**src/rtl/traffic_phase_sched.sv**
```systemverilog
// Purpose : nine-phase traffic intersection sequencer with request latches and round-robin protected-turn service.
// Latency : all outputs registered; lights, walk and phase change in the same cycle as the state register; count shows remaining ticks.
// Backpress: none -- sensors are level inputs latched every cycle; requests are held until their serving phase is entered.
// Ports   : clk, reset (sync, active-high), sensors[4:0] (left main, left cross, cross traffic, walk main, walk cross);
//           main_lights/cross_lights {red,yellow,green,yellow_arrow,green_arrow}, walk[1:0], count[3:0], phase[3:0].
module traffic_phase_sched #(
   parameter int TICK_DIV = 50000000,
   parameter int GREEN_T  = 5,
   parameter int ARROW_T  = 4,
   parameter int YELLOW_T = 3,
   parameter int ALLRED_T = 2
) (
   input  logic       clk,
   input  logic       reset,
   input  logic [4:0] sensors,
   output logic [4:0] main_lights,
   output logic [4:0] cross_lights,
   output logic [1:0] walk,
   output logic [3:0] count,
   output logic [3:0] phase
);

   localparam int PW = (TICK_DIV > 1) ? $clog2(TICK_DIV) : 1;

   // One-hot state bit positions; the bit index is also the phase code.
   localparam int S_MAIN_GO       = 0;
   localparam int S_MAIN_YEL      = 1;
   localparam int S_ALL_RED       = 2;
   localparam int S_MAIN_ARW      = 3;
   localparam int S_MAIN_ARW_YEL  = 4;
   localparam int S_CROSS_ARW     = 5;
   localparam int S_CROSS_ARW_YEL = 6;
   localparam int S_CROSS_GO      = 7;
   localparam int S_CROSS_YEL     = 8;

   localparam logic [8:0] ALL_RED_OH = 9'(1) << S_ALL_RED;

   localparam logic [4:0] L_RED = 5'b10000;
   localparam logic [4:0] L_YEL = 5'b01000;
   localparam logic [4:0] L_GRN = 5'b00100;
   localparam logic [4:0] L_YAR = 5'b00010;
   localparam logic [4:0] L_GAR = 5'b00001;

   logic [8:0]    state_q, state_d;
   logic [PW-1:0] presc_q, presc_d;
   logic [3:0]    count_q, count_d;
   logic [4:0]    req_q, req_d;
   logic [1:0]    rr_q, rr_d;
   logic [4:0]    main_lights_q, main_lights_d;
   logic [4:0]    cross_lights_q, cross_lights_d;
   logic [1:0]    walk_q, walk_d;
   logic [3:0]    phase_q, phase_d;

   logic       tick, expire, entry, load, found;
   logic [2:0] cls;
   logic [1:0] gcls;
   logic [4:0] clr;
   int         c;

   function automatic logic [3:0] dur_of(input logic [8:0] s);
      logic [3:0] d;
      d = 4'(ALLRED_T);
      if (s[S_MAIN_GO] | s[S_CROSS_GO])                                    d = 4'(GREEN_T);
      if (s[S_MAIN_ARW] | s[S_CROSS_ARW])                                  d = 4'(ARROW_T);
      if (s[S_MAIN_YEL] | s[S_MAIN_ARW_YEL] | s[S_CROSS_ARW_YEL] | s[S_CROSS_YEL]) d = 4'(YELLOW_T);
      return d;
   endfunction

   // State register (plus all other flops).
   always_ff @(posedge clk) begin
      if (reset) begin
         state_q        <= ALL_RED_OH;
         presc_q        <= '0;
         count_q        <= 4'(ALLRED_T);
         req_q          <= '0;
         rr_q           <= 2'd0;
         main_lights_q  <= L_RED;
         cross_lights_q <= L_RED;
         walk_q         <= 2'b00;
         phase_q        <= 4'(S_ALL_RED);
      end else begin
         state_q        <= state_d;
         presc_q        <= presc_d;
         count_q        <= count_d;
         req_q          <= req_d;
         rr_q           <= rr_d;
         main_lights_q  <= main_lights_d;
         cross_lights_q <= cross_lights_d;
         walk_q         <= walk_d;
         phase_q        <= phase_d;
      end
   end

   // Next-state, timing and request logic.
   always_comb begin
      tick    = (presc_q == PW'(TICK_DIV - 1));
      expire  = tick && (count_q == 4'd1);
      state_d = state_q;
      rr_d    = rr_q;
      cls     = {req_q[2] | req_q[4], req_q[1], req_q[0]};
      found   = 1'b0;
      gcls    = 2'd0;
      c       = 0;

      // First active class at or after the round-robin pointer.
      for (int k = 0; k < 3; k++) begin
         c = (int'(rr_q) + k) % 3;
         if (!found && cls[c]) begin
            found = 1'b1;
            gcls  = 2'(c);
         end
      end

      if (!$onehot(state_q)) begin
         state_d = ALL_RED_OH;
      end else if (expire) begin
         if (state_q[S_MAIN_GO]) begin
            // With nothing pending, stay in MAIN_GO; load below reloads the dwell.
            if (|cls) state_d = 9'(1) << S_MAIN_YEL;
         end else if (state_q[S_MAIN_YEL] | state_q[S_MAIN_ARW_YEL] |
                      state_q[S_CROSS_ARW_YEL] | state_q[S_CROSS_YEL]) begin
            state_d = ALL_RED_OH;
         end else if (state_q[S_MAIN_ARW]) begin
            state_d = 9'(1) << S_MAIN_ARW_YEL;
         end else if (state_q[S_CROSS_ARW]) begin
            state_d = 9'(1) << S_CROSS_ARW_YEL;
         end else if (state_q[S_CROSS_GO]) begin
            state_d = 9'(1) << S_CROSS_YEL;
         end else begin
            if (!found)            state_d = 9'(1) << S_MAIN_GO;
            else if (gcls == 2'd0) state_d = 9'(1) << S_MAIN_ARW;
            else if (gcls == 2'd1) state_d = 9'(1) << S_CROSS_ARW;
            else                   state_d = 9'(1) << S_CROSS_GO;
            if (found) rr_d = (gcls == 2'd2) ? 2'd0 : gcls + 2'd1;
         end
      end

      entry = (state_d != state_q);
      load  = expire || entry;

      if (load) begin
         count_d = dur_of(state_d);
         presc_d = '0;
      end else if (tick) begin
         count_d = count_q - 4'd1;
         presc_d = '0;
      end else begin
         count_d = count_q;
         presc_d = presc_q + PW'(1);
      end

      // Clearing on entry takes priority over a sensor set in the same cycle.
      clr = '0;
      if (entry) begin
         clr[0] = state_d[S_MAIN_ARW];
         clr[1] = state_d[S_CROSS_ARW];
         clr[2] = state_d[S_CROSS_GO];
         clr[3] = state_d[S_MAIN_GO];
         clr[4] = state_d[S_CROSS_GO];
      end
      req_d = (req_q | sensors) & ~clr;
   end

   // Output decode from the next state so the registered outputs align with state_q.
   always_comb begin
      main_lights_d  = L_RED;
      cross_lights_d = L_RED;
      phase_d        = 4'(S_ALL_RED);
      walk_d         = walk_q;
      if (state_d[S_MAIN_GO])       main_lights_d  = L_GRN;
      if (state_d[S_MAIN_YEL])      main_lights_d  = L_YEL;
      if (state_d[S_MAIN_ARW])      main_lights_d  = L_GAR;
      if (state_d[S_MAIN_ARW_YEL])  main_lights_d  = L_YAR;
      if (state_d[S_CROSS_ARW])     cross_lights_d = L_GAR;
      if (state_d[S_CROSS_ARW_YEL]) cross_lights_d = L_YAR;
      if (state_d[S_CROSS_GO])      cross_lights_d = L_GRN;
      if (state_d[S_CROSS_YEL])     cross_lights_d = L_YEL;
      for (int i = 0; i < 9; i++) begin
         if (state_d[i]) phase_d = 4'(i);
      end
      // Walk is decided once at phase entry and held for the whole phase.
      if (entry) walk_d = {state_d[S_CROSS_GO] & req_q[4], state_d[S_MAIN_GO] & req_q[3]};
   end

   assign main_lights  = main_lights_q;
   assign cross_lights = cross_lights_q;
   assign walk         = walk_q;
   assign count        = count_q;
   assign phase        = phase_q;

endmodule

```
**config.mk**
```make
export PLATFORM = sky130hd
export DESIGN_NAME = traffic_phase_sched
export DESIGN_NICKNAME = d
export VERILOG_FILES = /design/src/rtl/traffic_phase_sched.sv
export SDC_FILE = /design/constraint.sdc
export NUM_CORES = 1
export LEC_CHECK = 0
export CAP_MARGIN = 20
export CORE_ASPECT_RATIO = 0.6
export CORE_MARGIN = 3
export CORE_UTILIZATION = 52
export CTS_CLUSTER_DIAMETER = 40
export DETAILED_ROUTE_END_ITERATION = 16
export GPL_TIMING_DRIVEN = 0
export HOLD_SLACK_MARGIN = 0.15
export PLACE_DENSITY = 0.8
export SLEW_MARGIN = 5
export SYNTH_ARGS = -nofsm -noshare
export SYNTH_HDL_FRONTEND = slang
export SYNTH_SLANG_ARGS = --single-unit
export TNS_END_PERCENT = 30
```
**constraint.sdc**
```tcl
create_clock -name clk -period 4.5 [get_ports clk]
set_clock_uncertainty 0.1 [all_clocks]
set_input_delay 1.35 -clock clk [delete_from_list [all_inputs] [get_ports clk]]
set_output_delay 1.35 -clock clk [all_outputs]
set_load 0.02 [all_outputs]
```
Word level (Yosys, flattened, before mapping)
Cells that the tools add are included.
W data, S select, Z words.
{"block": "word_totals", "ff_bits": 62, "inputBits": 7, "output_inout_bits": 20}
{"block": "op_classes", "n_addsub": 13, "n_div": 3, "n_lt_le_gt_ge": 3, "eq_ne": 6, "mux": 50, "bitwise": 19, "n_reduce_logical": 17}
{"op": "$lt A32 B4 Y1 const B", "count": 3}
{"op": "$mux W9", "count": 8}
{"op": "$mod A32 B3 Y32 const B", "count": 2}
{"op": "$mux W4", "count": 12}
{"op": "$mux W5", "count": 9}
{"op": "$mod A3 B3 Y32 const B", "count": 1}
{"op": "$add A26 B1 Y26 const B", "count": 1}
{"op": "$eq A26 B26 Y1 const B", "count": 1}
{"op": "$mux W8", "count": 3}
{"op": "$reduce_or A3 Y1", "count": 4}
{"op": "$mux W2", "count": 5}
{"op": "$mux W1", "count": 9}
{"op": "$ne A9 B9 Y1", "count": 1}
{"op": "$or A1 B1 Y1", "count": 9}
{"op": "$add A1 B1 Y2", "count": 4}
{"op": "$eq A4 B1 Y1 const B", "count": 2}
{"op": "$reduce_and A8 Y1", "count": 1}
{"op": "$reduce_or A4 Y1", "count": 2}
{"op": "$add A2 B2 Y3", "count": 2}
{"op": "$bmux W1 S2", "count": 3}
{"op": "$and A5 B5 Y5", "count": 1}
{"op": "$not A1 Y1", "count": 5}
{"op": "$not A5 Y5", "count": 1}
{"op": "$or A5 B5 Y5", "count": 1}
{"op": "other kinds (16)", "count": 21}

Depth between registers and ports, before layout
{"block": "depth", "depth_word": 31, "ltp_mapped": 18, "depth_no_buf": 16}

Worst setup path before layout
OpenSTA, ideal clock, no wires.
{"block": "synth_path", "path_kind": "register -> register", "from": "reg state_q[0]", "to": "reg count_q[1] (netlist: count[1])", "setup_ns": 0.122, "arrival_ns": 4.515, "t_required_ns": 4.278, "setup_slack_ns": -0.238, "path_stages_with_launch": 18, "period_less_slack_ns": 4.738, "cell_sequence": "dfxtp_1 -> inv_1 -> fa_1 -> fa_1 -> fa_1 -> inv_1 -> fa_1 -> inv_1 -> fa_1 -> nor2b_1 -> a31o_2 -> and3_1 -> clkbuf_1 -> o21ai_0 -> o31ai_2 -> nor2_1 -> a211o_1 -> a311o_1"}
{"block": "synth_between", "elab_chain_len": 11, "word_cells_on_any_way": 20, "cone_classes": "add/sub (4); eq/ne (2); mux (7); bitwise (5); reduce/logical (2)"}
{"item": "start, declared", "line": "44", "text": "logic [8:0] state_q, state_d;"}
{"item": "start signal, assigned", "line": "82", "text": "state_q <= state_d;"}
{"item": "$add A1 B1 Y2 (implied by the code)", "line": "114", "text": "if (!$onehot(state_q)) begin"}
{"item": "$add A2 B2 Y3 (implied by the code)", "line": "114"}
{"item": "$add A3 B3 Y4 (implied by the code)", "line": "114"}
{"item": "$add A4 B1 Y4 (implied by the code)", "line": "114"}
{"item": "$eq A4 B1 Y1", "line": "114"}
{"item": "$mux W9", "line": "114"}
{"item": "$or A1 B1 Y1 (on tied branches)", "line": "63, 65"}
{"item": "$mux W3 or $or A1 B1 Y1 (tied branches)", "line": "63, 65"}
{"item": "$mux W4 or $or A1 B1 Y1 (tied branches)", "line": "64, 65"}
{"item": "$mux W4", "line": "65", "text": "if (s[S_MAIN_YEL] | s[S_MAIN_ARW_YEL] | s[S_CROSS_ARW_YEL] | s[S_CROSS_YEL]) d = 4'(YELLOW_T);"}
{"item": "$mux W4", "line": "141", "text": "if (load) begin"}
{"item": "end signal, assigned", "line": "74", "text": "count_q <= 4'(ALLRED_T);"}
{"item": "end signal, assigned", "line": "84", "text": "count_q <= count_d;"}
{"item": "end, declared", "line": "46", "text": "logic [3:0] count_q, count_d;"}
Parallel ways exist; a longest one is shown, timed or not.
A chain may end at the register's enable or synchronous reset.

Worst setup path after layout
{"block": "layout_path", "from": "reg state_q[1]", "to": "reg presc_q[24]"}
{"block": "layout_between", "elab_chain_len": 10, "word_cells_on_any_way": 16, "cone_classes": "add/sub (4); eq/ne (2); mux (5); bitwise (3); reduce/logical (2)"}
{"item": "branches (longest 7 deep; another with $add A3 B3 Y4)"}
{"item": "$ne A9 B9 Y1 *", "line": "138", "text": "entry = (state_d != state_q);"}
{"item": "$logic_or A1 B1 Y1 *", "line": "139", "text": "load = expire || entry;"}
{"item": "$reduce_or A3 Y1 (no source line) *"}
{"item": "end signal, assigned", "line": "83", "text": "presc_q <= presc_d;"}
{"item": "end, declared", "line": "45", "text": "logic [PW-1:0] presc_q, presc_d;"}
Mark *: on every way between the ends.

==> results.yml <==
critical_path:
  criticalPathCategory: "flip-flop to flip-flop"
  cp.arrival_ns: 4.73
  path_delay_family: "adder cells"
  path_cells: "inv_2 -> fa_1 -> fa_1 -> fa_1 -> inv_2 -> fa_2 -> inv_2 -> fa_2 -> and3_4 -> a221o_1 -> a211oi_4 -> buf_6 -> nand2b_4 -> nand2b_4 -> clkbuf_16 -> nor2_1"
  critPathBufInv: 5
  cp-start-kind: "flip-flop"
  cp_slowest_cell: "fa_1"
  cp_slowest_stage_delay_ns: 0.54
  cp_data_required_time_ns: 4.68
  crit_path_max_fanout: 7
  cp-end-kind: "flip-flop"
floorplan:
  chipHeight_um: 67.46
  io_pins: 27
  die_x_um: 108.4
  die-area_sq_um: 7314
  coreArea_sq_um: 5833
  row_count: 21
  initial_core_util: 0.5611
yosys:
  synth-main-ff-cell: "dfxtp_1"
  synthArstFlopShare: 0
  avgSynthCellArea_sq_um: 8.524
  synthCells: 384
  synth-seq-area-share: 0.3609
  yosysWarnings: 0
  ys_types: 71
  synth_nets: 405
  yosys_register_bits: 59
  synth_area_sq_um: 3273
  synth_edf_count: 0
timing:
  tightestPinTransition_ns: 0.6530
  worst_hold_slack_ns: 0.3824
  fin_ws_ns: -0.04817
  slew_headroom: 0.5617
  hold_violations: 0
  period_share: 1.011
  rsz0062_at_grt: "true"
  period_minus_slack_ns: 4.548
  finalSetupTns_ns: -0.3440
  fmax_ghz: 0.2199
  final-setup-viol-count: 19
  drv_slew: 0
run_status:
  status: "finished with violations"
  violations: "negative setup slack"
finish:
  nNetsFinal: 465
  diodes: 0
  final_area_sq_um: 4230
  area_growth_pct: 29.24
  drive_gt1_frac: 0.2316
drt:
  drt_iter0_drc: 436
  wl_per_cell_um: 17.04
  drt-total-wl_um: 9013
  vias_per_cell: 5.883
  drc: 0
  drtPass1Iterations: 5
  antenna_left: 0
  dr_total_vias: 3112
global_route:
  antenna_found_initial: 0
  grt_max_degree: 12
  gr-total-overflow: 0
  grt_pass1_wl_um: 14140
  grtUsageTotal: 0.2539
  first_global_vias: 2870
hold_path:
  hp-class: "flip-flop to flip-flop"
pwr:
  p_per_area_nw_per_um2: 256.0
  p_leak_nw: 1.636
  ir_worst_vdd_v: 0.0002224
clock_network:
  cts-buffers-inserted: 9
  clockRootBuffer: "clkbuf_8"
  clock_sinks: 59
  cts_buffer_depth: 2
  htree_levels: 3
  tritoncts: "done"
  clock_latency_ns: 0.35
  clkTransAtPathRegs_ns: 0.07
  hold_buffers: 0
place:
  placedInstanceArea_sq_um: 3650
  dp_hpwl_um: 5917
  gp_congestion: 0.9643
  numPortBuffers: 26
job:
  max-cap-violations: 0
[synthesized netlist by cell type, drive strengths merged (2+ instances only)]
master / instances / area share
nor2: 70 / 0.080
dfxtp: 59 / 0.36
nand3: 24 / 0.038
inv: 22 / 0.025
nand2: 18 / 0.021
xor2: 14 / 0.037
a21oi: 12 / 0.018
xnor2: 10 / 0.027
ha: 9 / 0.034
nor3: 9 / 0.014
o21ai: 9 / 0.014
nand4: 8 / 0.020
nor4: 8 / 0.020
a21o: 7 / 0.016
and2: 7 / 0.015
buf: 7 / 0.019
and3: 6 / 0.012
nor2b: 6 / 0.011
nor3b: 6 / 0.014
clkbuf: 5 / 0.0057
fa: 5 / 0.031
nand2b: 5 / 0.010
a211oi: 4 / 0.015
a22oi: 4 / 0.0092
and4: 4 / 0.011
o21a: 4 / 0.0092
a31oi: 3 / 0.0057
o211ai: 3 / 0.0084
o21bai: 3 / 0.0069
or4: 3 / 0.0080
mux2i: 2 / 0.0061
o31ai: 2 / 0.0061
o32ai: 2 / 0.0076
or2: 2 / 0.0038
or3: 2 / 0.0038
[routing by layer]
layer	global-route usage	routed length, um
met5	0	0
met4	0.1039	175
met3	0.09169	1035
met2	0.3346	3599
met1	0.3690	4202
[registers in the layout, indices dropped and copies added (netlist names)]
signal        count
rr_q              2
presc_q          26
count             4
phase             3
cross_lights      5
state_q           8
req_q             5
walk              2
main_lights       4
[logic make-up (layout without fill, tap and decap cells)]
kind of cell,Yosys count,after routing,share of synthesized area
AOI/OAI and AO/OA,67,67,0.1552
xor gates and xnor gates,24,24,0.06422
adders and majority gates,14,14,0.06499
buffers and inverters,34,99,0.04969
DFF,59,59,0.3609
muxes,3,3,0.009557
and+or+nand+nor,183,183,0.2955
[metrics by stage]
stage / utilization / power (W) / setup WS (ns) / cells
floorplan: - / 0.0005788 / 0.01903 / 384
global placement: 0.6257 / 0.0005943 / -0.3776 / 490
detailed placement: 0.6257 / 0.0005958 / -0.4309 / 490
CTS: 0.6993 / 0.001081 / -0.05698 / 521
global route: 0.7252 / 0.001121 / -0.1550 / 529
finish: 0.7252 / 0.001083 / -0.04817 / 529
[report_power, final]
group	leakage (nW)	switching, W	internal, W	total, W
sequential	0.480	0.00000772	0.000527	0.000534
combinational	1.06	0.0000336	0.0000286	0.0000621
clock	0.0987	0.000217	0.000270	0.000487
[worst paths after layout]
kind / startpoint / end / slack [ns] / depth (start not counted)
worst max-delay path: state_q[1]$_SDFF_PP0_ / presc_q[24]$_SDFF_PP0_ / -0.05 / 16
worst min-delay path: walk[0]$_SDFFE_PP0N_ / walk[0]$_SDFFE_PP0N_ / 0.38 / 2
worst max register to register: state_q[1]$_SDFF_PP0_ / presc_q[24]$_SDFF_PP0_ / -0.05 / 16
worst min register to register: walk[0]$_SDFFE_PP0N_ / walk[0]$_SDFFE_PP0N_ / 0.38 / 2
[cell type report]
type                            instances  area [sq um]
Multi-Input combinational cell        291          2076
Fill cell                             439          1603
Sequential cell                        59          1190
Timing Repair Buffer                   50         494.2
Clock buffer                           10         137.6
Tap cell                               80         100.1
Buffer                                 11         86.33
Inverter                               22         82.58
Clock inverter                          6         63.81
[tightest hold or removal path, delay by kind of cell (launching register included)]
family	cells	cell delay, ns
DFF	1	0.32
AOI/OAI and AO/OA	1	0.05
and+or+nand+nor	1	0.06
[cells in the final DEF (no fill, tap or decap), types with 6 or more instances in the layout]
cell / Yosys / routed
a21o_1: 6 / 6
ha_1: 9 / 9
clkbuf_8: 0 / 11
dfxtp_1: 59 / 56
a21oi_1: 12 / 12
clkdlybuf4s50_1: 0 / 26
xor2_1: 14 / 14
xnor2_1: 10 / 10
o21ai_0: 9 / 8
nor3b_1: 6 / 6
nand3_1: 23 / 22
nor3_1: 9 / 9
inv_1: 22 / 17
nand4_1: 7 / 7
nor4_1: 7 / 6
nand2_1: 18 / 17
buf_4: 3 / 20
nor2_1: 70 / 57
nor2_2: 0 / 12
[timing repair]
action                                  in CTS  in global routing
endpoints found under the setup margin      39                 41
setup buffers                               16                  6
pin swaps                                   31                 10
gates resized for setup                     32                 17
gates cloned                                 0                  2
No activity file was read; power rests on OpenSTA's default activity.
